`config.mk`:
```
export PLATFORM = sky130hd
export DESIGN_NAME = uart_tx_arbiter
export DESIGN_NICKNAME = d
export VERILOG_FILES = /design/src/rtl/uart_tx_arbiter.sv
export SDC_FILE = /design/constraint.sdc
export NUM_CORES = 1
export LEC_CHECK = 0
export ABC_AREA = 1
export CORE_ASPECT_RATIO = 1.5
export CORE_MARGIN = 5
export CORE_UTILIZATION = 44
export DETAILED_ROUTE_END_ITERATION = 8
export PLACE_DENSITY = 0.88
export SYNTH_ARGS = -nofsm -noshare
export SYNTH_HDL_FRONTEND = slang
export SYNTH_SLANG_ARGS = --single-unit
```
`constraint.sdc`:
```
create_clock -name clk -period 2.02 [get_ports clk]
set_clock_uncertainty 0.2 [all_clocks]
set_input_delay 0.303 -clock clk [delete_from_list [all_inputs] [get_ports clk]]
set_output_delay 0.303 -clock clk [all_outputs]
set_load 0.05 [all_outputs]
```
`src/rtl/uart_tx_arbiter.sv`:
```
// Round-robin arbiter that shares one UART tx serializer among N_REQ byte sources.
// Optional packet lock (multi-byte packets never interleave): define UART_ARB_PKT_LOCK_EN.
module uart_tx_arbiter #(
  parameter int N_REQ      = 4,
  parameter int BUSY_WAIT  = 4,
  parameter int GAP_CYCLES = 0
) (
  input  logic                     clk,
  input  logic                     rst,
  input  logic [N_REQ-1:0]         req_valid,
  input  logic [8*N_REQ-1:0]       req_data,
  input  logic [N_REQ-1:0]         req_last,
  output logic [N_REQ-1:0]         req_ready,
  output logic                     tx_send,
  output logic [7:0]               tx_data,
  input  logic                     tx_busy,
  output logic [$clog2(N_REQ)-1:0] grant_id,
  output logic                     tx_active
);

  localparam int GID_W   = $clog2(N_REQ);
  localparam int CNT_MAX = (BUSY_WAIT > GAP_CYCLES) ? BUSY_WAIT : GAP_CYCLES;
  localparam int CNT_W   = $clog2(CNT_MAX + 1);

  typedef enum logic [2:0] {
    IDLE,
    LAUNCH,
    WAIT_BUSY,
    WAIT_DONE,
    GAP
  } state_t;

  localparam state_t DONE_ST = (GAP_CYCLES > 0) ? GAP : IDLE;

  state_t             state_q, state_d;
  logic [CNT_W-1:0]   cnt_q, cnt_d;
  logic [GID_W-1:0]   rr_ptr_q, rr_ptr_d;
  logic [GID_W-1:0]   grant_id_q, grant_id_d;
  logic [7:0]         tx_data_q, tx_data_d;
  logic [N_REQ-1:0]   req_ready_q, req_ready_d;
  logic               tx_send_q, tx_send_d;
  logic               tx_active_q, tx_active_d;
  logic [GID_W:0]     pick;
  logic               locked;

  // First valid index at or after ptr, wrapping; MSB of the result flags a hit.
  function automatic logic [GID_W:0] rr_pick(input logic [N_REQ-1:0] vld,
                                              input logic [GID_W-1:0] ptr);
    logic [GID_W:0]   res;
    logic [GID_W-1:0] cand;
    res = '0;
    for (int k = N_REQ - 1; k >= 0; k--) begin
      cand = GID_W'((int'(ptr) + k) % N_REQ);
      if (vld[cand]) res = {1'b1, cand};
    end
    return res;
  endfunction

  function automatic logic [GID_W-1:0] next_ptr(input logic [GID_W-1:0] g);
    return (g == GID_W'(N_REQ - 1)) ? '0 : g + GID_W'(1);
  endfunction

  function automatic logic [7:0] byte_sel(input logic [8*N_REQ-1:0] d,
                                          input logic [GID_W-1:0] g);
    logic [7:0] b;
    b = '0;
    for (int i = 0; i < N_REQ; i++) begin
      if (g == GID_W'(i)) b = d[8*i +: 8];
    end
    return b;
  endfunction

`ifdef UART_ARB_PKT_LOCK_EN
  logic lock_q, lock_d;

  assign locked = lock_q;

  // Lock follows the last flag of the byte actually granted.
  always_comb begin
    lock_d = lock_q;
    if (state_q == IDLE && pick[GID_W]) lock_d = ~req_last[pick[GID_W-1:0]];
  end

  always_ff @(posedge clk) begin
    if (rst) lock_q <= 1'b0;
    else     lock_q <= lock_d;
  end
`else
  logic unused_last;

  assign unused_last = ^req_last;
  assign locked      = 1'b0;
`endif

  always_comb begin
    state_d     = state_q;
    cnt_d       = cnt_q;
    rr_ptr_d    = rr_ptr_q;
    grant_id_d  = grant_id_q;
    tx_data_d   = tx_data_q;
    req_ready_d = '0;
    tx_send_d   = 1'b0;
    pick        = locked ? {req_valid[grant_id_q], grant_id_q} : rr_pick(req_valid, rr_ptr_q);

    case (state_q)
      IDLE: begin
        if (pick[GID_W]) begin
          grant_id_d  = pick[GID_W-1:0];
          tx_data_d   = byte_sel(req_data, pick[GID_W-1:0]);
          req_ready_d = N_REQ'(1) << pick[GID_W-1:0];
          tx_send_d   = 1'b1;
          state_d     = LAUNCH;
        end
      end
      LAUNCH: begin
        if (!locked) rr_ptr_d = next_ptr(grant_id_q);
        cnt_d   = '0;
        state_d = WAIT_BUSY;
      end
      WAIT_BUSY: begin
        // A send that never raises busy was dropped by tx; release after BUSY_WAIT cycles.
        if (tx_busy) begin
          state_d = WAIT_DONE;
        end else if (cnt_q == CNT_W'(BUSY_WAIT - 1)) begin
          cnt_d   = '0;
          state_d = DONE_ST;
        end else begin
          cnt_d = cnt_q + CNT_W'(1);
        end
      end
      WAIT_DONE: begin
        if (!tx_busy) begin
          cnt_d   = '0;
          state_d = DONE_ST;
        end
      end
      GAP: begin
        if (cnt_q == CNT_W'(GAP_CYCLES - 1)) state_d = IDLE;
        else                                 cnt_d   = cnt_q + CNT_W'(1);
      end
      default: state_d = IDLE;
    endcase

    tx_active_d = (state_d != IDLE);
  end

  always_ff @(posedge clk) begin
    if (rst) begin
      state_q     <= IDLE;
      cnt_q       <= '0;
      rr_ptr_q    <= '0;
      grant_id_q  <= '0;
      tx_data_q   <= '0;
      req_ready_q <= '0;
      tx_send_q   <= 1'b0;
      tx_active_q <= 1'b0;
    end else begin
      state_q     <= state_d;
      cnt_q       <= cnt_d;
      rr_ptr_q    <= rr_ptr_d;
      grant_id_q  <= grant_id_d;
      tx_data_q   <= tx_data_d;
      req_ready_q <= req_ready_d;
      tx_send_q   <= tx_send_d;
      tx_active_q <= tx_active_d;
    end
  end

  assign req_ready = req_ready_q;
  assign tx_send   = tx_send_q;
  assign tx_data   = tx_data_q;
  assign grant_id  = grant_id_q;
  assign tx_active = tx_active_q;

endmodule

```
---- After elaboration in Yosys (flattened, before gate mapping) ----
Cells that the tools add are included.
Widths: inputs -> output; s select.
storage, ports and cells
  bits in writable memories ............... 0
  bits in registers ....................... 24
  bits in latches ......................... 0
  memories ................................ 0
  bits in read-only memories .............. 0
cells by class
  multiplexer cells ....................... 29
  divide/modulo/power cells ............... 0
  add/sub/neg operators ................... 5
  multipliers ............................. 0
  bitwise gates (word level) .............. 2
  reductions and logical operators ........ 8
  shift operators ......................... 1
  order comparisons ....................... 4
  equality and inequality tests ........... 13
operators with widths
  kind                 number
  $mux 3               13
  $mux 8               4
  $pmux 3 s5           1
  $lt 2x3->1 const B   4
  $pmux 3 s4           1
  $eq 3x2->1 const B   3
  $bmux 1 s2           4
  $eq 2x2->1 const B   3
  $eq 3x3->1 const B   2
  $ne 2x2->1 const B   3
  $mux 1               5
  $add 2x1->2 const B  2
  $add 2x2->2 const B  2
  $reduce_and 4->1     1
  $reduce_bool 4->1    1
  $shl 1x2->4 const A  1
  $add 3x1->3 const B  1
  $eq 3x1->1 const B   1
  $logic_not 3->1      1
  $reduce_bool 3->1    1
  $reduce_or 3->1      1
  $eq 2x1->1 const B   1
  $logic_not 2->1      1
  $mux 2               1
  3 further kinds      4

---- Logic depth before layout (Yosys ltp) ----
  word-level depth ........................ 12
  mapped depth ............................ 16

---- Worst setup path before layout ----
No wires, ideal clock.
  path kind ............................... register -> register
  start point ............................. register rr_ptr_q[0]
  end point ............................... register tx_data_q[0], in the netlist tx_data[0]
  required time ........................... 1.681 ns
  arrival ................................. 1.444 ns
  cell stages (with the launch flop) ...... 11
  path buffers ............................ 2
  path slack .............................. 0.237 ns
  cells stage by stage .................... dfxtp_1 -> buf_6 -> nand2_1 -> and2_4 -> nor4_1 -> nor2_2 -> clkbuf_1 -> nand2_1 -> inv_2 -> nand2_1 -> a21oi_2
on the way
  cells in the longest elaborated chain, start to end .. 12
ends and longest elaborated chain
  item                          RTL line  source
  start, declared               37        logic [GID_W-1:0] rr_ptr_q, rr_ptr_d;
  start signal, assigned        160       rr_ptr_q <= rr_ptr_d;
  $add 2x2->2                   53        cand = GID_W'((int'(ptr) + k) % N_REQ);
  $bmux 1 s2                    54        if (vld[cand]) res = {1'b1, cand};
  $mux 1 (implied by the code)  54
  $mux 3 (3 in a row)           54
  $mux 3 (*)                    54
  $logic_not 2->1               68        if (g == GID_W'(i)) b = d[8*i +: 8];
  $mux 8 (4 in a row)           68
  end signal, assigned          162       tx_data_q <= tx_data_d;
  end, declared                 39        logic [7:0] tx_data_q, tx_data_d;
Every way passes the cells marked *; elsewhere a longest branch is shown, timed or not. The select of a mux whose other input is x is not followed.
A chain may end at the register's enable or synchronous reset.

---- Worst setup path in the final report ----
  start point ............................. register rr_ptr_q[0]
  end point ............................... register grant_id_q[0], in the netlist grant_id[0]
on the way
  cells in the longest elaborated chain, start to end .. 8
ends and longest elaborated chain
  item                               RTL line  source
  $add 2x2->2                        53
  $bmux 1 s2                         54
  $mux 1 (implied by the code)       54
  $mux 3 (3 in a row)                54
  $mux 3 (*)                         54
  $reduce_and 2->1 (no source line)  n/a
  end signal, assigned               161       grant_id_q <= grant_id_d;
  end, declared                      38        logic [GID_W-1:0] grant_id_q, grant_id_d;
Marks and branches as above.

==> flow_summary.yaml <==
sta:
  drv_slew: 0
  setup_ws_ns: -0.002747
  finalSetupTns_ns: -0.002747
  worstMarginPinSlew_ns: 0.5120
  slew_headroom_pct: 65.76
  report.final.hold_viol_count: 0
  fmax_ghz: 0.4944
  setup_viol: 1
  fin_crit_ns: 2.023
  rsz0062_at_grt: "yes"
  fin_crit_sh_pct: 100.1
clocking:
  h-tree-depth: 1
  root_buffer: "clkbuf_8"
  hold_buffers: 0
  cts_tree: "yes"
  clk_latency_ns: 0.27
  cts_sinks: 24
  cts_buffer_depth: 2
  cts.clk_slew.worst_paths_ns: 0.09
  cts_buffers: 3
power_and_ir_drop:
  irDropWorstVdd_mv: 1.014
  power_mw: 3.205
  switching_share_pct: 47.72
  power_density_mw_per_mm2: 1316
  power_frac_comb_pct: 67.7
  switchingPower_mw: 1.529
  clockPowerShare_pct: 10.3
  p_leak_nw: 1.139
  p_seq_share_pct: 22.0
  cell_internal_pwr_mw: 1.675
finish:
  syn2layout_area_growth_pct: 57.06
  seq_area_um2: 485.5
  multi_input_area_um2: 967.2
  fill_cells: 260
  fin_util_pct: 71.28
  drive_gt1_share_pct: 30.24
  nNetsFinal: 340
  n_antenna_cell: 0
  fin_cells: 333
logic_synthesis:
  ys_warn_count: 0
  syn_area_per_cell_um2: 7.015
  yosys.area.top_type: "dfxtp_1"
  netlist_instances: 221
  syn-num-nets: 269
  synth_top_cell_area_share_pct: 30.99
  synth_seq_cells: 24
  syn-cell-area_mm2: 0.001550
  ys_types: 31
  synth_seq_area_share_pct: 30.99
  synthTopCellsByArea: "dfxtp_1, nand2_1, nand3_1, inv_1, nand3_2"
route:
  wire_per_inst_um: 13.73
  first_pass_iters: 4
  post-route-drc-count: 0
  vias: 1721
  ant_nets: 0
  wl_um: 4573
  vias_per_cell: 5.168
  drt_iter0_drc: 33
global_route:
  grtUsageTotal_pct: 16.79
  grt_pass1_vias: 1580
  grt_max_degree: 20
  grt_overflow: 0
  antenna_found_initial: 0
  grt_pass1_wl_um: 6292
critical_path:
  start_kind: "flip-flop"
  cp.required_ns: 1.99
  end_kind: "flip-flop"
  cp_max_fo: 5
  path_class: "flip-flop to flip-flop"
  worstRegToRegCells: 9
  cp.arrival_ns: 1.99
placed_design:
  place.gp.congestion: 0.7849
  dp.cells: 324
  hpwlAfterDp_um: 3128
  portBuffers: 54
outcome:
  violations: "setup timing"
  outcome: "complete, but fails checks"
die:
  die_w_um: 58.47
  row_count: 26
  initial_core_util_pct: 45.38
  io_pins: 59
  chipHeight_um: 82.70
  dieArea_mm2: 0.004835
  design.core.area_mm2: 0.003416
run:
  max_cap_violations: 0
worst_hold_path:
  min_delay_path_depth: 2
  hold_class: "flip-flop to flip-flop"
per-layer routing:
metal / routed length (um) / vias to the layer above / part of all wire [%] / GRT usage, %
li1: - / 852 / - / -
met1: 1596 / 804 / 35 / 15.43
met2: 2692 / 54 / 59 / 33.89
met3: 182 / 11 / 4.0 / 2.955
met4: 102 / 0 / 2.2 / 8.585
met5: 0 / - / 0 / 0
power groups by stage:
stage               Sequential (mW)  Clock [mW]  Combinational [mW]
floorplan                      1.02           0               0.988
finish                        0.706       0.330                2.17
global route                  0.719       0.348                2.33
detailed placement            0.709           0                1.88
CTS                           0.703       0.331                1.91
global placement              0.703           0                1.84
stage by stage:
| stage | instance area (um2) | worst slack [ns] | hold slack (ns) |
|---|---|---|---|
| 2_1_floorplan | 1550 | 0.2371 | 0.1724 |
| 3_3_place_gp | 2205 | -0.2597 | 0.2642 |
| 3_5_place_dp | 2205 | -0.2885 | 0.2661 |
| 4_1_cts | 2263 | 0.02986 | 0.2780 |
| 5_1_grt | 2435 | -0.08317 | 0.2893 |
| 6_report | 2435 | -0.002747 | 0.2762 |
final cells by class:
type	instances	share of cell area, %
multi-input cells	158	39.72
repair buffers	74	30.94
flip-flops and latches	24	19.94
inverters	31	4.985
clock buffers	4	2.261
well taps	42	2.158
cell families after synthesis:
family	Yosys count	synth area share (%)
and+or+nand+nor	119	38.58
DFF	24	30.99
adders and majority gates	5	4.036
AOI/OAI and AO/OA	34	14.13
buffers and inverters	39	12.27
synthesized netlist by cell type:
cell type	number
nand2_2	5
nor4_1	1
a21oi_2	7
inv_1	23
ha_1	5
nor3_1	4
o21ai_0	6
nand2_1	53
clkbuf_1	1
a21oi_1	7
nand3_1	19
a21oi_4	1
o211ai_1	1
nand3b_1	9
nor2_1	15
a211oi_1	1
o21ai_1	8
nand3_2	7
nor2_2	1
o21ai_2	1
or2_2	1
a31oi_1	1
inv_4	1
buf_1	1
buf_4	1
o22ai_1	1
buf_6	5
and2_4	2
dfxtp_1	24
inv_2	7
nand2_4	2
final timing paths:
kind / startpoint / slack [ns] / end
min reg2reg: tx_data[7] / 0.28 / tx_data[7]
max: rr_ptr_q[0] / -0.003 / grant_id[0]
min: tx_data[7] / 0.28 / tx_data[7]
max reg2reg: rr_ptr_q[0] / -0.003 / grant_id[0]
worst max-delay path, cell delays in order, from the launching register on:
cell and delay, ns:
dfxtp_4 0.38, buf_4 0.14, nand2_1 0.11, o21ai_4 0.09, nor4_1 0.38, buf_4 0.19
nor2_4 0.05, buf_4 0.15, o211ai_1 0.18, inv_1 0.05
cell usage in the layout, fill, tap and decap left out, types with 2 or more instances in the layout:
master,n
nand3_2,12
clkbuf_8,4
nand2_2,12
inv_2,8
o21ai_2,2
nand3_1,14
buf_12,3
and2_4,2
nand3b_1,9
nor2_1,14
dlymetal6s2s_1,4
o21ai_0,6
nor3_1,4
a21oi_1,6
dfxtp_1,22
inv_4,2
a21oi_2,8
inv_1,21
o21ai_4,2
clkdlybuf4s50_1,43
nand2_1,45
ha_1,5
buf_6,4
o21ai_1,5
nand2_4,3
buf_4,19
timing repair:
| item | 4_1_cts | 5_1_grt |
|---|---|---|
| pin swaps | 0 | 15 |
| resized for setup | 2 | 34 |
| buffers inserted | 0 | 3 |
| endpoints found under the setup margin | 15 | 14 |
| gates cloned | 0 | 2 |
registers in the layout, summed over array words and instances (netlist names):
name and flops:
tx_data 8, rr_ptr_q 2, grant_id 2, cnt_q 3
tx_send 1, req_ready 4, tx_active 1, state_q 3
No activity file was read; power rests on OpenSTA's default activity.
